File: src/rtl/memShare_config_pkg.sv
// Shared types and default sizing for the memShare pipeline sequencer.
// Pure declarations; no timing or flow-control behaviour.
package memShare_config_pkg;

   localparam int PIPE_STAGE_NUM_DEF = 3;
   localparam int ROUND_MAX_DEF      = 16;

   typedef enum logic [1:0] {
      ST_IDLE = 2'd0,
      ST_RUN  = 2'd1,
      ST_DONE = 2'd2
   } memShare_seq_state_t;

endpackage

File: src/rtl/memShare_wrap_counter.sv
// Modulo-MOD counter with enable and clear; wrap_o flags the enabled step from MOD-1 back to 0.
// Count updates one cycle after en_i; clr_i wins over en_i.
module memShare_wrap_counter #(
   parameter int MOD = 3,
   parameter int W   = 2
) (
   input  logic         clk,
   input  logic         rst,
   input  logic         en_i,
   input  logic         clr_i,
   output logic [W-1:0] cnt_o,
   output logic         wrap_o
);

   logic [W-1:0] cnt_q;
   logic [W-1:0] cnt_d;

   assign wrap_o = en_i && (cnt_q == W'(MOD - 1));
   assign cnt_o  = cnt_q;

   always_comb begin
      cnt_d = cnt_q;
      if (clr_i) begin
         cnt_d = '0;
      end else if (en_i) begin
         cnt_d = wrap_o ? '0 : cnt_q + W'(1);
      end
   end

   always_ff @(posedge clk or posedge rst) begin
      if (rst) begin
         cnt_q <= '0;
      end else begin
         cnt_q <= cnt_d;
      end
   end

endmodule

File: src/rtl/memshare_pipe_sequencer.sv
// Sequences SCU.memShare() pipeline cycles: PIPE_STAGE_NUM stages per round, up to ROUND_MAX rounds.
// Run begins one cycle after start_i; stall_i freezes the counters; flush_i aborts to IDLE next edge.
module memshare_pipe_sequencer
   import memShare_config_pkg::*;
#(
   parameter  int PIPE_STAGE_NUM = PIPE_STAGE_NUM_DEF,
   parameter  int ROUND_MAX      = ROUND_MAX_DEF,
   localparam int STAGE_W        = $clog2(PIPE_STAGE_NUM),
   localparam int ROUND_W        = $clog2(ROUND_MAX + 1)
) (
   input  logic               sys_clk,
   input  logic               rst,
   input  logic               start_i,
   input  logic [ROUND_W-1:0] round_num_i,
   input  logic               stall_i,
   input  logic               flush_i,
   output logic               pipeCycle_begin_o,
   output logic [STAGE_W-1:0] stage_idx_o,
   output logic [ROUND_W-1:0] round_idx_o,
   output logic               busy_o,
   output logic               done_o
);

   localparam logic [ROUND_W-1:0] ROUND_MAX_W = ROUND_W'(ROUND_MAX);

   memShare_seq_state_t state_q;
   memShare_seq_state_t state_d;
   logic [ROUND_W-1:0]  round_q;
   logic [ROUND_W-1:0]  round_d;
   logic [ROUND_W-1:0]  limit_q;
   logic [ROUND_W-1:0]  limit_d;
   logic                stage_en;
   logic                stage_clr;
   logic                stage_wrap;
   logic [STAGE_W-1:0]  stage_idx;

   memShare_wrap_counter #(
      .MOD (PIPE_STAGE_NUM),
      .W   (STAGE_W)
   ) u_stage_cnt (
      .clk    (sys_clk),
      .rst    (rst),
      .en_i   (stage_en),
      .clr_i  (stage_clr),
      .cnt_o  (stage_idx),
      .wrap_o (stage_wrap)
   );

   always_comb begin
      state_d   = state_q;
      round_d   = round_q;
      limit_d   = limit_q;
      stage_en  = 1'b0;
      stage_clr = 1'b0;
      if (flush_i) begin
         state_d   = ST_IDLE;
         round_d   = '0;
         limit_d   = '0;
         stage_clr = 1'b1;
      end else begin
         case (state_q)
            ST_IDLE: begin
               if (start_i) begin
                  round_d   = '0;
                  stage_clr = 1'b1;
                  if (round_num_i == '0) begin
                     state_d = ST_DONE;
                     limit_d = '0;
                  end else begin
                     state_d = ST_RUN;
                     limit_d = (round_num_i > ROUND_MAX_W) ? ROUND_MAX_W : round_num_i;
                  end
               end
            end
            ST_RUN: begin
               if (!stall_i) begin
                  stage_en = 1'b1;
                  // Round index is left at the limit so DONE reports how many rounds ran.
                  if (stage_wrap) begin
                     round_d = round_q + ROUND_W'(1);
                     if (round_q == limit_q - ROUND_W'(1)) begin
                        state_d = ST_DONE;
                     end
                  end
               end
            end
            ST_DONE: begin
               state_d = ST_IDLE;
               round_d = '0;
            end
            default: begin
               state_d = ST_IDLE;
            end
         endcase
      end
   end

   always_ff @(posedge sys_clk or posedge rst) begin
      if (rst) begin
         state_q <= ST_IDLE;
         round_q <= '0;
         limit_q <= '0;
      end else begin
         state_q <= state_d;
         round_q <= round_d;
         limit_q <= limit_d;
      end
   end

   assign stage_idx_o       = stage_idx;
   assign round_idx_o       = round_q;
   assign busy_o            = (state_q == ST_RUN);
   assign done_o            = (state_q == ST_DONE);
   assign pipeCycle_begin_o = (state_q == ST_RUN) && (stage_idx == '0) && !stall_i;

endmodule

File: config.mk
export PLATFORM = sky130hd
export DESIGN_NAME = memshare_pipe_sequencer
export DESIGN_NICKNAME = d
export VERILOG_FILES = /design/src/rtl/memShare_config_pkg.sv /design/src/rtl/memShare_wrap_counter.sv /design/src/rtl/memshare_pipe_sequencer.sv
export SDC_FILE = /design/constraint.sdc
export NUM_CORES = 1
export LEC_CHECK = 0
export BUFFER_PORTS_ARGS = -buffer_cell sky130_fd_sc_hd__buf_2
export CELL_PAD_IN_SITES_DETAIL_PLACEMENT = 0
export CELL_PAD_IN_SITES_GLOBAL_PLACEMENT = 2
export CORE_MARGIN = 3
export CORE_UTILIZATION = 34
export DETAILED_ROUTE_END_ITERATION = 12
export GPL_TIMING_DRIVEN = 0
export PLACE_DENSITY_LB_ADDON = 0.1
export SLEW_MARGIN = 20
export SYNTH_ARGS = -nofsm -noshare
export SYNTH_HDL_FRONTEND = slang
export SYNTH_SLANG_ARGS = --single-unit
File: constraint.sdc
create_clock -name sys_clk -period 3.9 [get_ports sys_clk]
set_input_delay 0.585 -clock sys_clk [delete_from_list [all_inputs] [get_ports sys_clk]]
set_output_delay 0.585 -clock sys_clk [all_outputs]
set_load 0.01 [all_outputs]
==> results of run 1 <==
[worst max-delay path: cells and delay by family (launching register included)]
kind	cells	cell delay (ns)
simple gates	2	0.62
flops	1	0.40
buf+inv	2	0.34
[flip-flops by register name, indices dropped and copies added, names as in the netlist]
name               count
limit_q                5
round_idx_o            5
state_q                2
u_stage_cnt.cnt_o      2
[worst max path at each step]
stage	to	slack [ns]	depth (start not counted)
after global placement	pipeCycle_begin_o	1.87	4
after detailed placement	pipeCycle_begin_o	1.86	4
final	pipeCycle_begin_o	1.68	4
after CTS	pipeCycle_begin_o	1.67	4
after floorplan	pipeCycle_begin_o	2.03	2
after global routing	pipeCycle_begin_o	1.60	4
[cells in the mapped netlist]
| cell | n |
|---|---|
| a211oi_1 | 1 |
| a211o_1 | 1 |
| clkbuf_1 | 1 |
| buf_4 | 2 |
| or3b_2 | 1 |
| a22oi_1 | 1 |
| nand4_1 | 1 |
| a221oi_2 | 1 |
| o221ai_2 | 1 |
| xnor2_1 | 3 |
| inv_1 | 4 |
| nor3_1 | 6 |
| or2b_2 | 1 |
| or3_1 | 1 |
| dfrtp_1 | 14 |
| o31ai_1 | 1 |
| o21ai_1 | 1 |
| nor2b_1 | 2 |
| nand4b_1 | 1 |
| ha_1 | 2 |
| or3b_1 | 1 |
| nand3_1 | 3 |
| o21ai_0 | 5 |
| a21oi_1 | 8 |
| nor3b_1 | 2 |
| nor2_1 | 5 |
| nand3b_1 | 4 |
| o21ba_2 | 1 |
| buf_6 | 2 |
| or4_1 | 3 |
| o211ai_1 | 1 |
| xor2_1 | 5 |
| nor3b_2 | 1 |
| and2_1 | 1 |
| or3b_4 | 1 |
| nand2_1 | 14 |
[per-layer routing]
metal	up-vias	part of all wire	GRT usage
met4	0	0.0063	0.02980
met2	19	0.47	0.2242
li1	415	-	-
met1	371	0.47	0.1797
met5	-	0	0
met3	2	0.054	0.04454
[metrics by stage]
stage          utilization  total power, µW  instances  hold slack (ns)  instance area, µm²
6_report            0.4335            461.0        156           0.3303                1094
5_1_grt             0.4335            500.1        156           0.3710                1094
4_1_cts             0.4335            467.4        156           0.3521                1094
3_5_place_dp        0.4191            363.2        152           0.5402                1057
3_3_place_gp        0.4191            362.0        152           0.5352                1057
2_1_floorplan            -            313.3        103           0.4742               924.6
[cell families (layout without fill, tap and decap cells)]
logic type / Yosys count / count (layout) / share of synthesized area
xor gates and xnor gates: 8 / 8 / 0.07578
AOI/OAI and AO/OA: 22 / 22 / 0.1610
and+or+nand+nor: 48 / 48 / 0.2964
buffers and inverters: 9 / 32 / 0.06088
DFF: 14 / 14 / 0.3789
adders and majority gates: 2 / 2 / 0.02706
[report_power, final]
| group | internal, µW | total, µW | switching [µW] |
|---|---|---|---|
| Combinational | 81.6 | 181 | 99.5 |
| Sequential | 161 | 177 | 16.3 |
| Clock | 56.8 | 103 | 46.2 |
| Total | 299 | 461 | 162 |
[final cells by class]
type,instances,area [µm²],area share
clock buffer,4,36.28,0.03318
tap,30,37.54,0.03432
inverter,4,15.01,0.01373
timing repair buffer,19,95.09,0.08696
sequential,14,350.3,0.3204
buffer,5,41.29,0.03776
multi-input combinational,80,518.0,0.4737
==> out/results.tsv, run 1 <==
stage	metric	value	unit
setup_path	largest stage delay on the critical path	0.43	ns
floorplanning	Starting Density	0.3666	
finish	commonest non-fill, non-tap cell in the layout	buf_2	
logic_synthesis	number of synthesized register bits	14	
setup_path	Worst Path Arrival	1.63	ns
clock_network	CTS max path bufs	2	
timing	RSZ-0062 raised after global routing	false	
timing	fin worst setup slack	1.685	ns
finish	layout cells sized above 1	0.2698	
drt	DR vias	807	
clock_network	post-CTS setup buffer count	0	
logic_synthesis	Yosys cell types	36	
setup_path	Slowest-stage cell, CP	or3b_4	
logic_synthesis	syn nets	115	
timing	Slew HR	0.5703	
clock_network	CTS buffer count	3	
logic_synthesis	cell count after synthesis	103	
floorplanning	Die Wd	58.15	µm
clock_network	worst skew pair latency	0.28	ns
clock_network	CTS Root Cell	clkbuf_4	
setup_path	Crit path required time	3.31	ns
global_route	GRT Resource Usage Total	0.1382	
finish	final layout net count	139	
power	peak supply drop	0.1920	mV
finish	area delta synth->final	18.27	%
global_route	first-pass GRT wire length	3622	µm
global_route	GRT overflow	0	
setup_path	CP Max Fanout	10	
hold_path	HP Class	primary input to asynchronous set/reset pin	
finish	commonest cells after routing, fill and taps aside	buf_2, nand2_1, dfrtp_1	
power	pwr dens	421.5	nW/µm²
timing	Worst-Margin Slew	0.6432	ns
drt	DRT Pass-1 Iters	4	
drt	WL per Instance	13.22	µm
placement	DP Worst Slack	1.859	ns
global_route	initial antenna violation count	0	
logic_synthesis	largest area contributor in the netlist	dfrtp_1	
setup_path	CP endpoint kind	output port	
setup_path	Reg-to-Reg End	round_idx_o[2]$_DFFE_PP0P_	
run	Max-cap violations	0	
global_route	number of global-route vias before repair	771	
clock_network	Reg clk slew, reported paths	0.08	ns
logic_synthesis	Mean Syn Cell Area	8.977	µm²
clock_network	H-tree depth	1	
placement	Port Buffers	19	
timing	final hold vios	0	
timing	max-slew violation count	0	
drt	DRC	0	
setup_path	CP Launch Type	flip-flop	
setup_path	worst path cell trace	buf_4 > or3b_4 > nor3_1 > buf_2	
drt	DRT antenna net count	0	
drt	drt via density	5.173	
logic_synthesis	Synth top area share	0.3789	
timing	Worst Skew	0.002175	ns
placement	RePlAce Congestion	0.7775	
timing	fin crit period	2.215	ns
logic_synthesis	YS warnings	0	
logic_synthesis	top cells by area, synth	dfrtp_1, nand2_1, xor2_1, a21oi_1, nor3_1	
floorplanning	I/O pins	20	
run_status	status	complete, no violations	
floorplanning	chip height	58.15	µm
floorplanning	Rows	18	
floorplanning	die area	3381	µm²
setup_path	Setup CP Type	flip-flop to output port	
placement	DP Wirelength	1670	µm
setup_path	R2R cell count	5	
setup_path	Reg2Reg Setup Slack	2.26	ns
timing	final worst-path cycle share	0.5680	
timing	Achievable Freq	451.4	MHz
finish	Filler cells	268	
setup_path	Critical Path Source	state_q[1]$_DFFE_PP0P_	
drt	drt first-iter violations	9	
clock_network	CTS tree	built	
setup_path	Worst R2R Start	state_q[1]$_DFFE_PP0P_	
timing	Setup TNS Final	0	ns
logic_synthesis	Post-Syn Area	924.6	µm²
global_route	largest net degree at the start of global routing	15	
floorplanning	Core ar.	2522	µm²
clock_network	Post-CTS Resized	0	
finish	# diodes	0	
clock_network	Hold Buf Count CTS	0	
drt	Post-Route WL	2062	µm
logic_synthesis	register area share after synthesis	0.3789	
timing	# setup viols final	0	
clock_network	Clock Sinks	14	
power	LEAKAGE	0.0004982	µW
Power figures use the tool's default switching activity.
==> run 2, diff against run 1 <==
--- a/config.mk
+++ b/config.mk
@@ -5,11 +5,12 @@
 export SDC_FILE = /design/constraint.sdc
 export NUM_CORES = 1
 export LEC_CHECK = 0
+export ABC_AREA = 1
 export BUFFER_PORTS_ARGS = -buffer_cell sky130_fd_sc_hd__buf_2
 export CELL_PAD_IN_SITES_DETAIL_PLACEMENT = 0
 export CELL_PAD_IN_SITES_GLOBAL_PLACEMENT = 2
 export CORE_MARGIN = 3
-export CORE_UTILIZATION = 34
+export CORE_UTILIZATION = 26
 export DETAILED_ROUTE_END_ITERATION = 12
 export GPL_TIMING_DRIVEN = 0
 export PLACE_DENSITY_LB_ADDON = 0.1
==> constraint.sdc (replaced) <==
create_clock -name sys_clk -period 1.9 [get_ports sys_clk]
set_input_delay 0.285 -clock sys_clk [delete_from_list [all_inputs] [get_ports sys_clk]]
set_output_delay 0.285 -clock sys_clk [all_outputs]
set_load 0.01 [all_outputs]
==> run 2 against run 1 <==
Against the previous run: core utilization fell by 10 points; clock-buffer cell count stayed put; sequential power is 120% higher; critical path depth grew 2; first-iteration DRC count grew to 3.2 times the previous value; die area rose by 29%; clock power up 120%; non-clock buffer count fell by 5; cell count increased by 33%; area after synthesis up 1.8%; design area up 3.3%; via count up 9.7%.
==> out/results.tsv, run 2 <==
stage	metric	value	unit	change
power	switch share	0.4326		+0.08123
timing	Worst Skew	0.002302	ns	+0.0001275 ns
clock_network	worst skew pair latency	0.29	ns	about the same
clock_network	CTS Root Cell	clkbuf_4		
setup_path	CP Launch Type	flip-flop		
setup_path	Setup CP Type	flip-flop to output port		
clock_network	post-CTS setup buffer count	0		unchanged
clock_network	CTS max path bufs	2		unchanged
setup_path	worst path cell trace	inv_1 > nand2_2 > nor2_4 > inv_1 > nor3_2 > buf_2		
drt	DRT Pass-1 Iters	4		unchanged
clock_network	CTS buffer count	3		unchanged
timing	Worst-Margin Slew	0.5846	ns	-0.05858 ns
clock_network	Hold Buf Count CTS	0		unchanged
logic_synthesis	Post-synth EDFFs	0		unchanged
power	Int Pwr	620.5	µW	+110%
timing	Achievable Freq	571.9	MHz	
logic_synthesis	cell count after synthesis	138		+34%
power	NetSw	473.0	µW	+190%
floorplanning	Starting Density	0.2755		-0.09111
global_route	largest net degree at the start of global routing	15		unchanged
floorplanning	Die Wd	66.16	µm	+14%
logic_synthesis	YS warnings	0		unchanged
power	peak supply drop	0.5078	mV	+160%
global_route	GRT Resource Usage Total	0.1316		-0.006627
finish	Filler cells	394		+47%
drt	drt via density	4.275		-17%
placement	DP Worst Slack	0.4307	ns	-1.429 ns
setup_path	largest stage delay on the critical path	0.41	ns	-0.02 ns
power	Logic pwr share	0.429		+0.036
placement	RePlAce Congestion	0.7119		-8.4%
timing	RSZ-0062 raised after global routing	false		
logic_synthesis	Synth top area share	0.3723		-0.006550
setup_path	Reg2Reg Setup Slack	0.41	ns	-1.85 ns
logic_synthesis	most frequent cells after synthesis	nand2_1, inv_1, nor2_1		
power	Clock Power Share	0.207		-0.016
floorplanning	die area	4376	µm²	+29%
finish	final layout net count	174		+25%
timing	# setup viols final	0		unchanged
setup_path	R2R cell count	12		+7
global_route	initial antenna violation count	0		unchanged
logic_synthesis	syn nets	150		+30%
power	sequential share of power	0.364		-0.020
power	LEAKAGE	0.0006112	µW	+23%
logic_synthesis	Post-Syn Area	940.9	µm²	+1.8%
setup_path	Slowest-stage cell, CP	dfrtp_1		
global_route	first-pass GRT wire length	4305	µm	+19%
clock_network	Post-CTS Resized	0		unchanged
timing	max-slew violation count	0		unchanged
logic_synthesis	register area share after synthesis	0.3723		-0.006550
run	Max-cap violations	0		unchanged
drt	Post-Route WL	2413	µm	+17%
floorplanning	Rows	21		+3
finish	area delta synth->final	20.08	%	
setup_path	Critical Path Source	state_q[1]$_DFFE_PP0P_		
logic_synthesis	most frequent cell after synthesis	nand2_1		
logic_synthesis	number of synthesized register bits	14		unchanged
timing	fin worst setup slack	0.1513	ns	-1.533 ns
clock_network	H-tree depth	1		unchanged
floorplanning	chip height	66.16	µm	+14%
logic_synthesis	top cells by area, synth	dfrtp_1, nand2_1, inv_1, nor2_1, nand3_1		
setup_path	Worst Path Arrival	1.46	ns	-0.17 ns
run_status	status	complete, no violations		
placement	Port Buffers	19		unchanged
logic_synthesis	most frequently used flop master after synthesis	dfrtp_1		
clock_network	Reg clk slew, reported paths	0.09	ns	about the same
floorplanning	Core ar.	3416	µm²	+35%
logic_synthesis	Mean Syn Cell Area	6.818	µm²	-24%
logic_synthesis	Yosys cell types	21		-42%
timing	Setup TNS Final	0	ns	unchanged
setup_path	Reg-to-Reg End	state_q[1]$_DFFE_PP0P_		
drt	DRT antenna net count	0		unchanged
timing	Slew HR	0.6098		+0.03955
setup_path	Worst R2R Start	limit_q[0]$_DFFE_PP0P_		
drt	DRC	0		unchanged
drt	drt first-iter violations	29		+20
clock_network	Clock Sinks	14		unchanged
finish	commonest cells after routing, fill and taps aside	nand2_1, inv_1, buf_2		
setup_path	crit path to	pipeCycle_begin_o		
timing	fin crit period	1.749	ns	
timing	final worst-path cycle share	0.9204		
placement	DP Wirelength	1914	µm	+15%
global_route	number of global-route vias before repair	915		+19%
drt	DR vias	885		+9.7%
setup_path	CP endpoint kind	output port		
timing	final hold vios	0		unchanged
logic_synthesis	largest area contributor in the netlist	dfrtp_1		
drt	WL per Instance	11.66	µm	-12%
floorplanning	I/O pins	20		unchanged
global_route	GRT overflow	0		unchanged
finish	layout cells sized above 1	0.1925		-0.07729
power	pwr dens	967.8	nW/µm²	+130%
finish	# diodes	0		unchanged
hold_path	HP Class	primary input to asynchronous set/reset pin		
setup_path	Crit path required time	1.62	ns	-1.69 ns
clock_network	CTS tree	built		
finish	commonest non-fill, non-tap cell in the layout	nand2_1		
logic_synthesis	async set-reset flop share out of synthesis	1.000		unchanged
setup_path	CP Max Fanout	6		-4
setup_path	Worst path most repeated cell	inv_1		
==> run 2: cell types whose count changed in the layout (fill, tap and decap cells not counted), sizes merged, moves of 5 or more <==
cell   before  now
inv         4   28
nand2      14   43
nor2        5   20
nand3       3   11
nor3        6    1
xor2        5    0
a21oi       8    1
==> run 2: logic make-up after synthesis <==
group,count (synthesis),share of synthesized area
AND/OR/NAND/NOR,78,0.3870
buffers and inverters,28,0.1117
AO/OA/AOI/OAI,16,0.1024
flip-flops,14,0.3723
adder cells (fa/ha/maj),2,0.02659
==> run 2: power by group through the flow <==
| stage | logic (µW) | registers [µW] | clock network, µW |
|---|---|---|---|
| finish | 469 | 398 | 226 |
| global route | 545 | 406 | 251 |
| CTS | 477 | 398 | 240 |
| detailed placement | 476 | 403 | 0 |
| global placement | 470 | 402 | 0 |
| floorplan | 333 | 400 | 0 |
==> run 2: layout make-up <==
| cell class | instances | area, µm² | share of cell area |
|---|---|---|---|
| Multi-Input combinational cell | 96 | 485.5 | 0.4297 |
| Inverter | 28 | 105.1 | 0.09302 |
| Tap cell | 46 | 57.56 | 0.05094 |
| Timing Repair Buffer | 19 | 95.09 | 0.08416 |
| Sequential cell | 14 | 350.3 | 0.3101 |
| Clock buffer | 4 | 36.28 | 0.03212 |
==> run 2: how the worst min path moves through the flow <==
stage | startpoint | to
global placement | rst | limit_q[1]$_DFFE_PP0P_
CTS | rst | limit_q[4]$_DFFE_PP0P_
finish | rst | limit_q[1]$_DFFE_PP0P_
global route | rst | limit_q[1]$_DFFE_PP0P_
detailed placement | rst | limit_q[1]$_DFFE_PP0P_
floorplan | rst | limit_q[0]$_DFFE_PP0P_
==> run 2: worst max-delay path, delay by kind of cell (launching register included) <==
family / cells / cell delay, ns
buffers and inverters: 3 / 0.35
flip-flops: 1 / 0.41
AND/OR/NAND/NOR: 3 / 0.42
==> run 2: layer usage <==
metal  GRT usage  wire length, µm
met1      0.1628             1178
met2      0.2193             1145
met3     0.03401               78
met4     0.04569               10
met5           0                0
==> run 2: through the flow <==
step / hold slack, ns / instances / utilization / total power [µW] / area, µm²
floorplan: 0.1742 / 138 / - / 733.1 / 940.9
global placement: 0.3909 / 203 / 0.3201 / 871.6 / 1094
detailed placement: 0.3770 / 203 / 0.3201 / 879.5 / 1094
CTS: 0.04952 / 207 / 0.3308 / 1116 / 1130
global route: 0.08117 / 207 / 0.3308 / 1202 / 1130
finish: 0.03689 / 207 / 0.3308 / 1093 / 1130
==> run 3, diff against run 2 <==
--- a/config.mk
+++ b/config.mk
@@ -13,6 +13,7 @@
 export CORE_UTILIZATION = 26
 export DETAILED_ROUTE_END_ITERATION = 12
 export GPL_TIMING_DRIVEN = 0
+export HOLD_SLACK_MARGIN = 0.05
 export PLACE_DENSITY_LB_ADDON = 0.1
 export SLEW_MARGIN = 20
 export SYNTH_ARGS = -nofsm -noshare
==> run 3 against run 2 <==
Against the previous run: setup slack barely moved; sequential share of layout area decreased by 0.27 points; first-iteration DRC count down 34%; highest routed layer unchanged.
==> out/results.tsv, run 3 (same netlist as run 2, synthesis figures left out) <==
stage	metric	value	unit	change
run_status	status	complete, no violations		
floorplanning	die area	4376	µm²	unchanged
finish	# diodes	0		unchanged
finish	area of the multi-input gates	485.5	µm²	unchanged
placement	Post-DP Area	1094	µm²	unchanged
finish	final layout net count	175		+0.57%
setup_path	CP Launch Type	flip-flop		
setup_path	Slowest-stage cell, CP	dfrtp_1		
power	NetSw	473.7	µW	+0.15%
timing	Worst-Margin Slew	0.5809	ns	-0.003685 ns
finish	register area	350.3	µm²	unchanged
setup_path	Worst Path Arrival	1.46	ns	about the same
power	Clock Power Share	0.207		about the same
global_route	number of global-route vias before repair	927		+1.3%
timing	Slew HR	0.6123		+0.002460
global_route	initial antenna violation count	0		unchanged
clock_network	CTS tree	built		
drt	DRT Pass-1 Iters	4		unchanged
timing	fin crit period	1.749	ns	+0.0004580 ns
hold_path	hold depth	3		
power	pwr dens	961.2	nW/µm²	-0.69%
clock_network	CTS Root Cell	clkbuf_4		
global_route	first-pass GRT wire length	4333	µm	+0.65%
floorplanning	chip height	66.16	µm	unchanged
finish	Filler cells	393		-0.25%
power	peak supply drop	0.5078	mV	about the same
clock_network	CTS buffer count	3		unchanged
drt	Post-Route WL	2426	µm	+0.54%
global_route	GRT Resource Usage Total	0.1323		+0.0007095
timing	RSZ-0062 raised after global routing	false		
setup_path	Setup CP Type	flip-flop to output port		
placement	RePlAce Congestion	0.7119		unchanged
setup_path	Worst path most repeated cell	inv_1		
floorplanning	Starting Density	0.2755		unchanged
hold_path	hold path startpoint	round_num_i[1]		
timing	# setup viols final	0		unchanged
setup_path	R2R cell count	12		unchanged
run	Max-cap violations	0		unchanged
setup_path	largest stage delay on the critical path	0.41	ns	about the same
power	Logic pwr share	0.430		about the same
placement	DP Wirelength	1914	µm	unchanged
finish	post-route cell area	1140	µm²	+0.89%
drt	DRC	0		unchanged
drt	DR vias	890		+0.56%
clock_network	worst skew pair latency	0.29	ns	about the same
global_route	largest net degree at the start of global routing	15		unchanged
clock_network	H-tree depth	1		unchanged
finish	commonest non-fill, non-tap cell in the layout	nand2_1		
hold_path	hold path endpoint	limit_q[1]$_DFFE_PP0P_		
timing	Setup TNS Final	0	ns	unchanged
setup_path	worst path cell trace	inv_1 > nand2_2 > nor2_4 > inv_1 > nor3_2 > buf_2		
setup_path	Reg-to-Reg End	state_q[1]$_DFFE_PP0P_		
power	switch share	0.4324		about the same
floorplanning	Rows	21		unchanged
timing	Achievable Freq	571.7	MHz	about the same
setup_path	Worst R2R Start	limit_q[0]$_DFFE_PP0P_		
power	LEAKAGE	0.0006154	µW	+0.68%
clock_network	post-CTS setup buffer count	0		unchanged
drt	DRT antenna net count	0		unchanged
timing	final hold vios	0		unchanged
setup_path	Crit path required time	1.62	ns	about the same
power	Int Pwr	621.8	µW	+0.22%
drt	drt via density	4.279		about the same
timing	max-slew violation count	0		unchanged
floorplanning	Core ar.	3416	µm²	unchanged
timing	final worst-path cycle share	0.9206		about the same
drt	WL per Instance	11.66	µm	about the same
clock_network	CTS max path bufs	2		unchanged
setup_path	Reg2Reg Setup Slack	0.41	ns	about the same
drt	drt first-iter violations	19		-34%
setup_path	CP Max Fanout	6		unchanged
hold_path	HP Class	primary input to flip-flop		
placement	Port Buffers	19		unchanged
floorplanning	Die Wd	66.16	µm	unchanged
clock_network	Clock Sinks	14		unchanged
finish	commonest cells after routing, fill and taps aside	nand2_1, inv_1, buf_2		
finish	layout cells sized above 1	0.1914		-0.001189
finish	area delta synth->final	21.14	%	
global_route	GRT overflow	0		unchanged
power	sequential share of power	0.363		about the same
timing	Worst Skew	0.002463	ns	+0.0001609 ns
setup_path	CP endpoint kind	output port		
floorplanning	I/O pins	20		unchanged
clock_network	Reg clk slew, reported paths	0.09	ns	about the same
[run 3: cell types whose count changed in the layout (fill, tap and decap cells not counted), sizes merged]
cell	before	now
dlygate4sd3	0	1
[run 3: how the worst max path moves through the flow]
stage | endpoint | startpoint
floorplan | state_q[0]$_DFFE_PP0P_ | limit_q[0]$_DFFE_PP0P_
global placement | state_q[1]$_DFFE_PP0P_ | limit_q[0]$_DFFE_PP0P_
detailed placement | state_q[0]$_DFFE_PP0P_ | limit_q[0]$_DFFE_PP0P_
CTS | pipeCycle_begin_o | state_q[1]$_DFFE_PP0P_
global route | pipeCycle_begin_o | state_q[1]$_DFFE_PP0P_
finish | pipeCycle_begin_o | state_q[1]$_DFFE_PP0P_
[run 3: through the flow]
stage          power [µW]  cells  setup slack [ns]  hold WS [ns]    util
2_1_floorplan       733.1    138            0.5968        0.1742       -
3_3_place_gp        871.6    203            0.4158        0.3909  0.3201
3_5_place_dp        879.5    203            0.4307        0.3770  0.3201
4_1_cts              1117    208            0.1292        0.2404  0.3337
5_1_grt              1204    208           0.03831        0.2461  0.3337
6_report             1096    208            0.1509        0.2505  0.3337
[run 3: area by class of cell]
class	instances	share of cell area
multi-input cells	96	0.4259
flip-flops and latches	14	0.3074
repair buffers	20	0.09221
inverters	28	0.09221
well taps	46	0.05049
clock buffers	4	0.03183
[run 3: timing repair]
action                                  in CTS  in global routing
endpoints found under the setup margin       0                  0
hold buffers                                 1                  0
endpoints found under the hold margin        2                  0
gates resized for setup                      0                  0
[run 3: metal layers]
layer | track usage | share of wire
met4 | 0.04569 | 0.0041
met2 | 0.2218 | 0.47
met5 | 0 | 0
met3 | 0.03401 | 0.033
met1 | 0.1628 | 0.49
[run 3: worst max-delay path, delay by kind of cell, from the launching register on]
kind / cells / cell delay [ns]
DFF: 1 / 0.41
and+or+nand+nor: 3 / 0.42
buffers and inverters: 3 / 0.35
[run 3: power by group through the flow]
| stage | combinational, µW | sequential, µW | clock, µW |
|---|---|---|---|
| 2_1_floorplan | 333 | 400 | 0 |
| 3_3_place_gp | 470 | 402 | 0 |
| 3_5_place_dp | 476 | 403 | 0 |
| 4_1_cts | 479 | 398 | 240 |
| 5_1_grt | 547 | 406 | 251 |
| 6_report | 471 | 398 | 227 |
